`config.mk`:
```
export PLATFORM = sky130hd
export DESIGN_NAME = wam_dsp
export DESIGN_NICKNAME = d
export VERILOG_FILES = /design/src/rtl/wam_dsp.sv
export SDC_FILE = /design/constraint.sdc
export NUM_CORES = 1
export LEC_CHECK = 0
export BUFFER_PORTS_ARGS = -buffer_cell sky130_fd_sc_hd__buf_4
export CAP_MARGIN = 20
export CORE_MARGIN = 2
export CORE_UTILIZATION = 30
export DETAILED_ROUTE_END_ITERATION = 7
export PLACE_DENSITY = 0.48
export SLEW_MARGIN = 20
export SYNTH_ARGS = -nofsm -noshare
export SYNTH_HDL_FRONTEND = slang
export SYNTH_SLANG_ARGS = --single-unit
```
`constraint.sdc`:
```
create_clock -name clk -period 2.6 [get_ports clk]
set_input_delay 0.39 -clock clk [delete_from_list [all_inputs] [get_ports clk]]
set_output_delay 0.39 -clock clk [all_outputs]
set_load 0.03 [all_outputs]
```
`src/rtl/wam_dsp.sv`:
```
// Drives the three BCD score digits onto a 4-digit common-anode 7-segment display.
// Each scan frame takes one snapshot of the score, and a level-up blinks the display.
//
// state | meaning
// NORM  | digits scan normally
// FLASH | digits scan, but all anodes turn off on odd BLINK-frame groups
module wam_dsp #(
    parameter int unsigned SCAN_DIV     = 50000,
    parameter int unsigned BLINK        = 8,
    parameter int unsigned FLASH_FRAMES = 64
) (
    input  logic        clk,
    input  logic        clr_n,
    input  logic [11:0] num,
    input  logic        lvl_up,
    output logic [6:0]  seg,
    output logic        dp,
    output logic [3:0]  an
);

    localparam int unsigned CW = (SCAN_DIV > 2) ? $clog2(SCAN_DIV) : 1;
    localparam int unsigned FW = (FLASH_FRAMES > 1) ? $clog2(FLASH_FRAMES) : 1;

    typedef enum logic {NORM, FLASH} state_t;

    state_t        state, state_nx;
    logic [FW-1:0] fcnt, fcnt_nx;
    logic [CW-1:0] cnt;
    logic [1:0]    sel;
    logic [11:0]   shadow;
    logic          tick, frame_end;
    logic [3:0]    digit;
    logic          blank, dark;
    logic [6:0]    seg_d;
    logic [3:0]    an_d;

    assign tick      = (cnt == CW'(SCAN_DIV - 1));
    assign frame_end = tick && (sel == 2'd2);

    always_ff @(posedge clk or negedge clr_n) begin
        if (!clr_n) begin
            cnt    <= '0;
            sel    <= 2'd0;
            shadow <= 12'h000;
        end else begin
            cnt <= tick ? '0 : cnt + 1'b1;
            if (tick)
                sel <= (sel == 2'd2) ? 2'd0 : sel + 2'd1;
            if (frame_end)
                shadow <= num;
        end
    end

    always_ff @(posedge clk or negedge clr_n) begin
        if (!clr_n) begin
            state <= NORM;
            fcnt  <= '0;
        end else begin
            state <= state_nx;
            fcnt  <= fcnt_nx;
        end
    end

    // A level-up pulse always restarts the flash, even on its final frame_end.
    always_comb begin
        state_nx = state;
        fcnt_nx  = fcnt;
        if (lvl_up) begin
            state_nx = FLASH;
            fcnt_nx  = '0;
        end else if (state == FLASH && frame_end) begin
            if (fcnt == FW'(FLASH_FRAMES - 1)) begin
                state_nx = NORM;
                fcnt_nx  = '0;
            end else begin
                fcnt_nx = fcnt + 1'b1;
            end
        end
    end

    function automatic logic [6:0] decode(input logic [3:0] d);
        case (d)
            4'd0:    decode = 7'h40;
            4'd1:    decode = 7'h79;
            4'd2:    decode = 7'h24;
            4'd3:    decode = 7'h30;
            4'd4:    decode = 7'h19;
            4'd5:    decode = 7'h12;
            4'd6:    decode = 7'h02;
            4'd7:    decode = 7'h78;
            4'd8:    decode = 7'h00;
            4'd9:    decode = 7'h10;
            default: decode = 7'h3F;
        endcase
    endfunction

    always_comb begin
        digit = shadow[3:0];
        blank = 1'b0;
        an_d  = 4'hE;
        case (sel)
            2'd1: begin
                digit = shadow[7:4];
                blank = (shadow[11:8] == 4'd0) && (shadow[7:4] == 4'd0);
                an_d  = 4'hD;
            end
            2'd2: begin
                digit = shadow[11:8];
                blank = (shadow[11:8] == 4'd0);
                an_d  = 4'hB;
            end
            default: ;
        endcase
        dark  = (state == FLASH) && (((32'(fcnt) / BLINK) % 32'd2) == 32'd1);
        seg_d = blank ? 7'h7F : decode(digit);
        if (dark)
            an_d = 4'hF;
    end

    always_ff @(posedge clk or negedge clr_n) begin
        if (!clr_n) begin
            seg <= 7'h7F;
            an  <= 4'hF;
            dp  <= 1'b1;
        end else begin
            seg <= seg_d;
            an  <= an_d;
            dp  <= 1'b1;
        end
    end

endmodule
```
==> Word level (Yosys, flattened, before mapping) <==
Memory sizes are Yosys's and may differ from the RTL's.
Cells that the tools add are included.
{ "totals": {"regBits": 48, "latch_bits": 0, "ram_bits": 0, "romBits": 112, "input_bits": 15, "output_inout_bits": 12, "word_cells": 37, "memories": 1} }
{ "classes": {"addsub": 3, "mul": 0, "div": 0, "order_cmp": 0, "eq_ne": 4, "n_shift": 0, "n_mux": 13, "bitwise": 0, "n_reduce_logical": 9} }
{ "memory_table": {"columns": ["memory", "words", "word_bits", "rd", "rd_clocked_by_memory_dff", "write_ports", "line", "source"], "rows": [
  ["(no name shown)", 16, 7, 1, 0, 0, "82", "case (d)"]
]} }
{ "ops": {"columns": ["cell", "count"], "rows": [
  ["$mux W6", 3],
  ["$add A16 B1 Y16 const B", 1],
  ["$eq A16 B16 Y1 const B", 1],
  ["$mux W16", 1],
  ["$logic_not A4 Y1", 2],
  ["$pmux W4 S2", 1],
  ["$mux W7", 1],
  ["$add A6 B1 Y6 const B", 1],
  ["$eq A6 B6 Y1 const B", 1],
  ["$pmux W3 S2", 1],
  ["$logic_and A1 B1 Y1", 4],
  ["$mux W4", 1],
  ["$reduce_bool A2 Y1", 2],
  ["$mux W1", 3],
  ["$add A2 B1 Y2 const B", 1],
  ["$eq A2 B1 Y1 const B", 1],
  ["$eq A2 B2 Y1 const B", 1],
  ["$mux W2", 1],
  ["$pmux W1 S2", 1],
  ["$reduce_and A2 Y1", 1]
]} }

==> Longest topological paths before layout <==
{ "depth": {"ltp_word": 5, "depth_mapped": 10, "ltp_nobuf": 9} }

==> Least setup slack after synthesis <==
Ideal clock, no wire load.
{ "synth_timing": {"path_type": "reg-to-reg", "start": "register cnt[11]", "end": "register fcnt[4]", "setup_ps": 77, "arrival_time_ps": 2196, "t_required_ps": 2523, "path_slack_ps": 327, "stages_incl_launch_ff": 6, "synth_period_minus_slack_ps": 2273, "cell_sequence": "dfrtp_1 > or4b_1 > or4_4 > buf_6 > or4_1 > a21oi_1"} }
{ "synth_between": {"elab_chain_len": 4} }
{ "synth_rtl": {"columns": ["item", "line", "source"], "rows": [
  ["start, declared", "28", "logic [CW-1:0] cnt;"],
  ["start signal, assigned", "46", "cnt <= tick ? '0 : cnt + 1'b1;"],
  ["$eq A16 B16 Y1", "37", "assign tick = (cnt == CW'(SCAN_DIV - 1));"],
  ["$logic_and A1 B1 Y1", "38", "assign frame_end = tick && (sel == 2'd2);"],
  ["$logic_and A1 B1 Y1", "71", "end else if (state == FLASH && frame_end) begin"],
  ["$reduce_bool A2 Y1 (no source line)", null, null],
  ["end signal, assigned", "60", "fcnt <= fcnt_nx;"],
  ["end, declared", "27", "logic [FW-1:0] fcnt, fcnt_nx;"]
]} }
Every way passes these cells.
A chain may end at the register's enable or synchronous reset.

==> Worst setup path in the final report <==
Ends and elaborated chain as after synthesis.

==> run_summary.xml <==
<?xml version="1.0" encoding="UTF-8"?>
<metrics>
  <group name="worst_setup_path">
    <metric name="timing.critical_path.to_type" unit="">register</metric>
    <metric name="timing.critical_path.from_type" unit="">register</metric>
    <metric name="worstSetupPathType" unit="">reg2reg</metric>
    <metric name="worst-endpoint-required" unit="ps">2830</metric>
    <metric name="timing.critical_path.arrival" unit="ps">2520</metric>
    <metric name="crit_fanout" unit="">5</metric>
  </group>
  <group name="drt">
    <metric name="dr_total_vias" unit="">1763</metric>
    <metric name="finalWirelength" unit="mm">4.73</metric>
    <metric name="drt_pass1_iterations" unit="">4</metric>
    <metric name="drc" unit="">0</metric>
    <metric name="first_iter_violations" unit="">57</metric>
    <metric name="routed_via_density" unit="">4.76</metric>
    <metric name="post_drt_wl_per_cell" unit="um">12.8</metric>
    <metric name="ant_nets" unit="">0</metric>
  </group>
  <group name="synth">
    <metric name="synth.ff_latch_count" unit="">47</metric>
    <metric name="synth-seq-area-share" unit="%">51.0</metric>
    <metric name="syn_avg_cell_area" unit="um2">9.63</metric>
    <metric name="synth.distinct_cells" unit="">43</metric>
    <metric name="synth-edff-count" unit="">0</metric>
    <metric name="synth-main-ff-cell" unit="">dfrtp_1</metric>
    <metric name="ys_warn_count" unit="">0</metric>
    <metric name="synthesis.instances" unit="">242</metric>
    <metric name="postSynth.asyncResetShare" unit="%">100</metric>
    <metric name="netlist_area" unit="um2">2330</metric>
  </group>
  <group name="sta">
    <metric name="max_freq" unit="MHz">435</metric>
    <metric name="rsz_0062_raised_after_global_routing" unit="">no</metric>
    <metric name="setup_viol" unit="">0</metric>
    <metric name="whs" unit="ps">87.9</metric>
    <metric name="final.setup.tns" unit="ps">0</metric>
    <metric name="max_slew.worst_pin.slew" unit="ps">761</metric>
    <metric name="maxSlewViolCount" unit="">0</metric>
    <metric name="fin_worst_skew" unit="ps">7.05</metric>
    <metric name="setup_ws" unit="ps">303</metric>
    <metric name="post_layout_min_period" unit="ps">2300</metric>
    <metric name="hold_violations" unit="">0</metric>
    <metric name="slew_headroom" unit="%">49.3</metric>
    <metric name="period_utilisation_layout" unit="%">88.4</metric>
  </group>
  <group name="placed_design">
    <metric name="buffers_on_ports" unit="">24</metric>
    <metric name="place_ws" unit="ps">325</metric>
    <metric name="hpwlAfterDp" unit="mm">3.29</metric>
    <metric name="placement.cell_area" unit="um2">2630</metric>
    <metric name="placed_cells_incl_taps" unit="">362</metric>
    <metric name="place.gp.congestion" unit="">0.742</metric>
  </group>
  <group name="finish">
    <metric name="area_growth" unit="%">16.6</metric>
    <metric name="num_antenna_cells" unit="">0</metric>
    <metric name="final_cells" unit="">370</metric>
    <metric name="share_of_the_core_filled_with_cells_in_the_final_layout" unit="%">35.7</metric>
    <metric name="layout_cell_share_with_drive_strength_beyond_1" unit="%">19.4</metric>
    <metric name="number_of_fill_cells" unit="">799</metric>
    <metric name="design_area" unit="um2">2720</metric>
    <metric name="nNetsFinal" unit="">291</metric>
  </group>
  <group name="floorplan">
    <metric name="row_count" unit="">32</metric>
    <metric name="die_width" unit="um">92.1</metric>
    <metric name="initial_utilization" unit="%">30.6</metric>
    <metric name="die_y" unit="um">92.1</metric>
    <metric name="design.core.area" unit="um2">7610</metric>
    <metric name="floorplan.die_area" unit="um2">8490</metric>
    <metric name="io_pins" unit="">27</metric>
  </group>
  <group name="clock_network">
    <metric name="ctsHtreeMaxLevel" unit="">2</metric>
    <metric name="cts_resized" unit="">0</metric>
    <metric name="cts_tree" unit="">yes</metric>
    <metric name="clock_sinks" unit="">47</metric>
    <metric name="cts_inserted_buffers" unit="">5</metric>
    <metric name="hold_buffers" unit="">0</metric>
    <metric name="postCtsSetupRepairBufs" unit="">0</metric>
    <metric name="maximum_buffer_depth_of_the_clock_tree" unit="">2</metric>
    <metric name="clk_latency" unit="ps">300</metric>
    <metric name="clk_pin_slew_worst_paths" unit="ps">90</metric>
    <metric name="ctsRootBufferMaster" unit="">clkbuf_8</metric>
  </group>
  <group name="global_routing">
    <metric name="first_global_vias" unit="">1636</metric>
    <metric name="wire_length_of_the_first_global_routing_pass" unit="mm">8.02</metric>
    <metric name="global_route.usage.total" unit="%">11.8</metric>
    <metric name="antenna_found_initial" unit="">0</metric>
    <metric name="grt_start_max_net_pins" unit="">48</metric>
    <metric name="grt-ovfl-total" unit="">0</metric>
  </group>
  <group name="run_status">
    <metric name="run_status" unit="">finished, final reports clean</metric>
  </group>
  <group name="power_and_ir_drop">
    <metric name="powerDensity" unit="nW/um2">445</metric>
    <metric name="total_power" unit="mW">1.21</metric>
    <metric name="irDropWorstVdd" unit="mV">0.170</metric>
    <metric name="p_leak" unit="nW">1.16</metric>
  </group>
  <group name="hold_path">
    <metric name="hold_path.class" unit="">in2async</metric>
  </group>
  <group name="flow_run">
    <metric name="maxCapViolCount" unit="">0</metric>
  </group>
</metrics>
==> power breakdown <==
part           internal [mW]        switching (mW)  total [mW]
combinational         0.0134                0.0211      0.0345
clock                  0.189                 0.254       0.442
sequential             0.731  0.000000000000000326       0.731
==> metal layers <==
metal	GRT usage, %	share of wire [%]
met1	17.4	52
met2	17.5	44
met3	2.71	2.7
met4	3.36	1.2
met5	0	0
==> logic make-up after synthesis <==
kind of cell | Yosys count | synth area share, %
fa+ha+maj | 9 | 4.83
xor+xnor | 10 | 3.76
compound gates | 45 | 12.2
mux | 1 | 0.429
flops | 47 | 51.0
buf+inv | 22 | 4.19
simple gates | 107 | 23.4
other cells | 1 | 0.161
==> flip-flops by register name (all words and copies together) (netlist names) <==
name / cells
state: 1
cnt: 16
an: 3
shadow: 12
seg: 7
sel: 2
fcnt: 6
==> path summary, 6_finish.rpt <==
kind / start / end / slack (ps) / cells after the start
max: cnt[11] / fcnt[4] / 300 / 4
min: clr_n / cnt[14] / 90 / 1
max reg2reg: cnt[11] / fcnt[4] / 300 / 4
min reg2reg: cnt[0] / cnt[0] / 470 / 1
max in group asynchronous: clr_n / sel[1] / 2110 / 1
min in group clk: num[1] / shadow[1] / 280 / 3
==> final cells by class <==
cell class,instances,area (um2),share of cell area [%]
tap,102,128,4.70
sequential,47,1190,43.7
inverter,10,37.5,1.38
clock inverter,2,12.5,0.460
multi-input combinational,174,1060,39.0
timing repair buffer,29,218,8.01
clock buffer,6,72.6,2.67
==> cells in the final DEF (no fill, tap or decap), drive strengths merged, types with 2 or more instances in the layout <==
cell,synthesis,final
or4,4,4
dfstp,10,10
nand2b,2,2
a31oi,3,3
nand4b,2,2
a22oi,5,5
or4b,3,3
o21ai,11,11
nand4,9,9
nor3,2,2
xor2,4,4
xnor2,6,6
and3,4,4
conb,1,2
a21o,4,4
nor2,10,10
and4,3,3
o31ai,4,4
ha,9,9
inv,9,9
clkinv,1,2
nand2,50,50
a211oi,2,2
clkbuf,9,6
and2,4,4
dfrtp,37,37
a21oi,11,11
nand3,7,7
nor4,4,4
buf,3,29
==> worst max-delay path, stage by stage, from the launching register on <==
cell,delay [ps]
dfrtp_1,430
or4b_1,620
or4_4,540
or4_1,480
a21oi_1,150
==> Yosys cell counts (2+ instances only) <==
cell type  count  share of area (%)
dfstp_2       10                 11
a211oi_1       2               0.64
ha_1           9                4.8
and2_1         4                1.1
nand2b_1       2               0.54
a22oi_1        5                1.6
nand4_1        9                2.4
xnor2_1        6                2.3
o31ai_1        4                1.3
nor3_1         2               0.43
a21o_1         4                1.3
o21ai_0       11                2.4
clkbuf_1       9                1.4
nor2_1        10                1.6
or4_1          3               0.97
and4_1         3                1.1
nor4_1         4                1.1
buf_4          2               0.64
xor2_1         4                1.5
and3_1         4                1.1
nand4b_1       2               0.75
nand2_1       50                8.1
a31oi_1        3               0.81
a21oi_1       11                2.4
dfrtp_1       37                 40
inv_1          9                1.4
nand3_1        7                1.5
No activity file was read; power rests on OpenSTA's default activity.
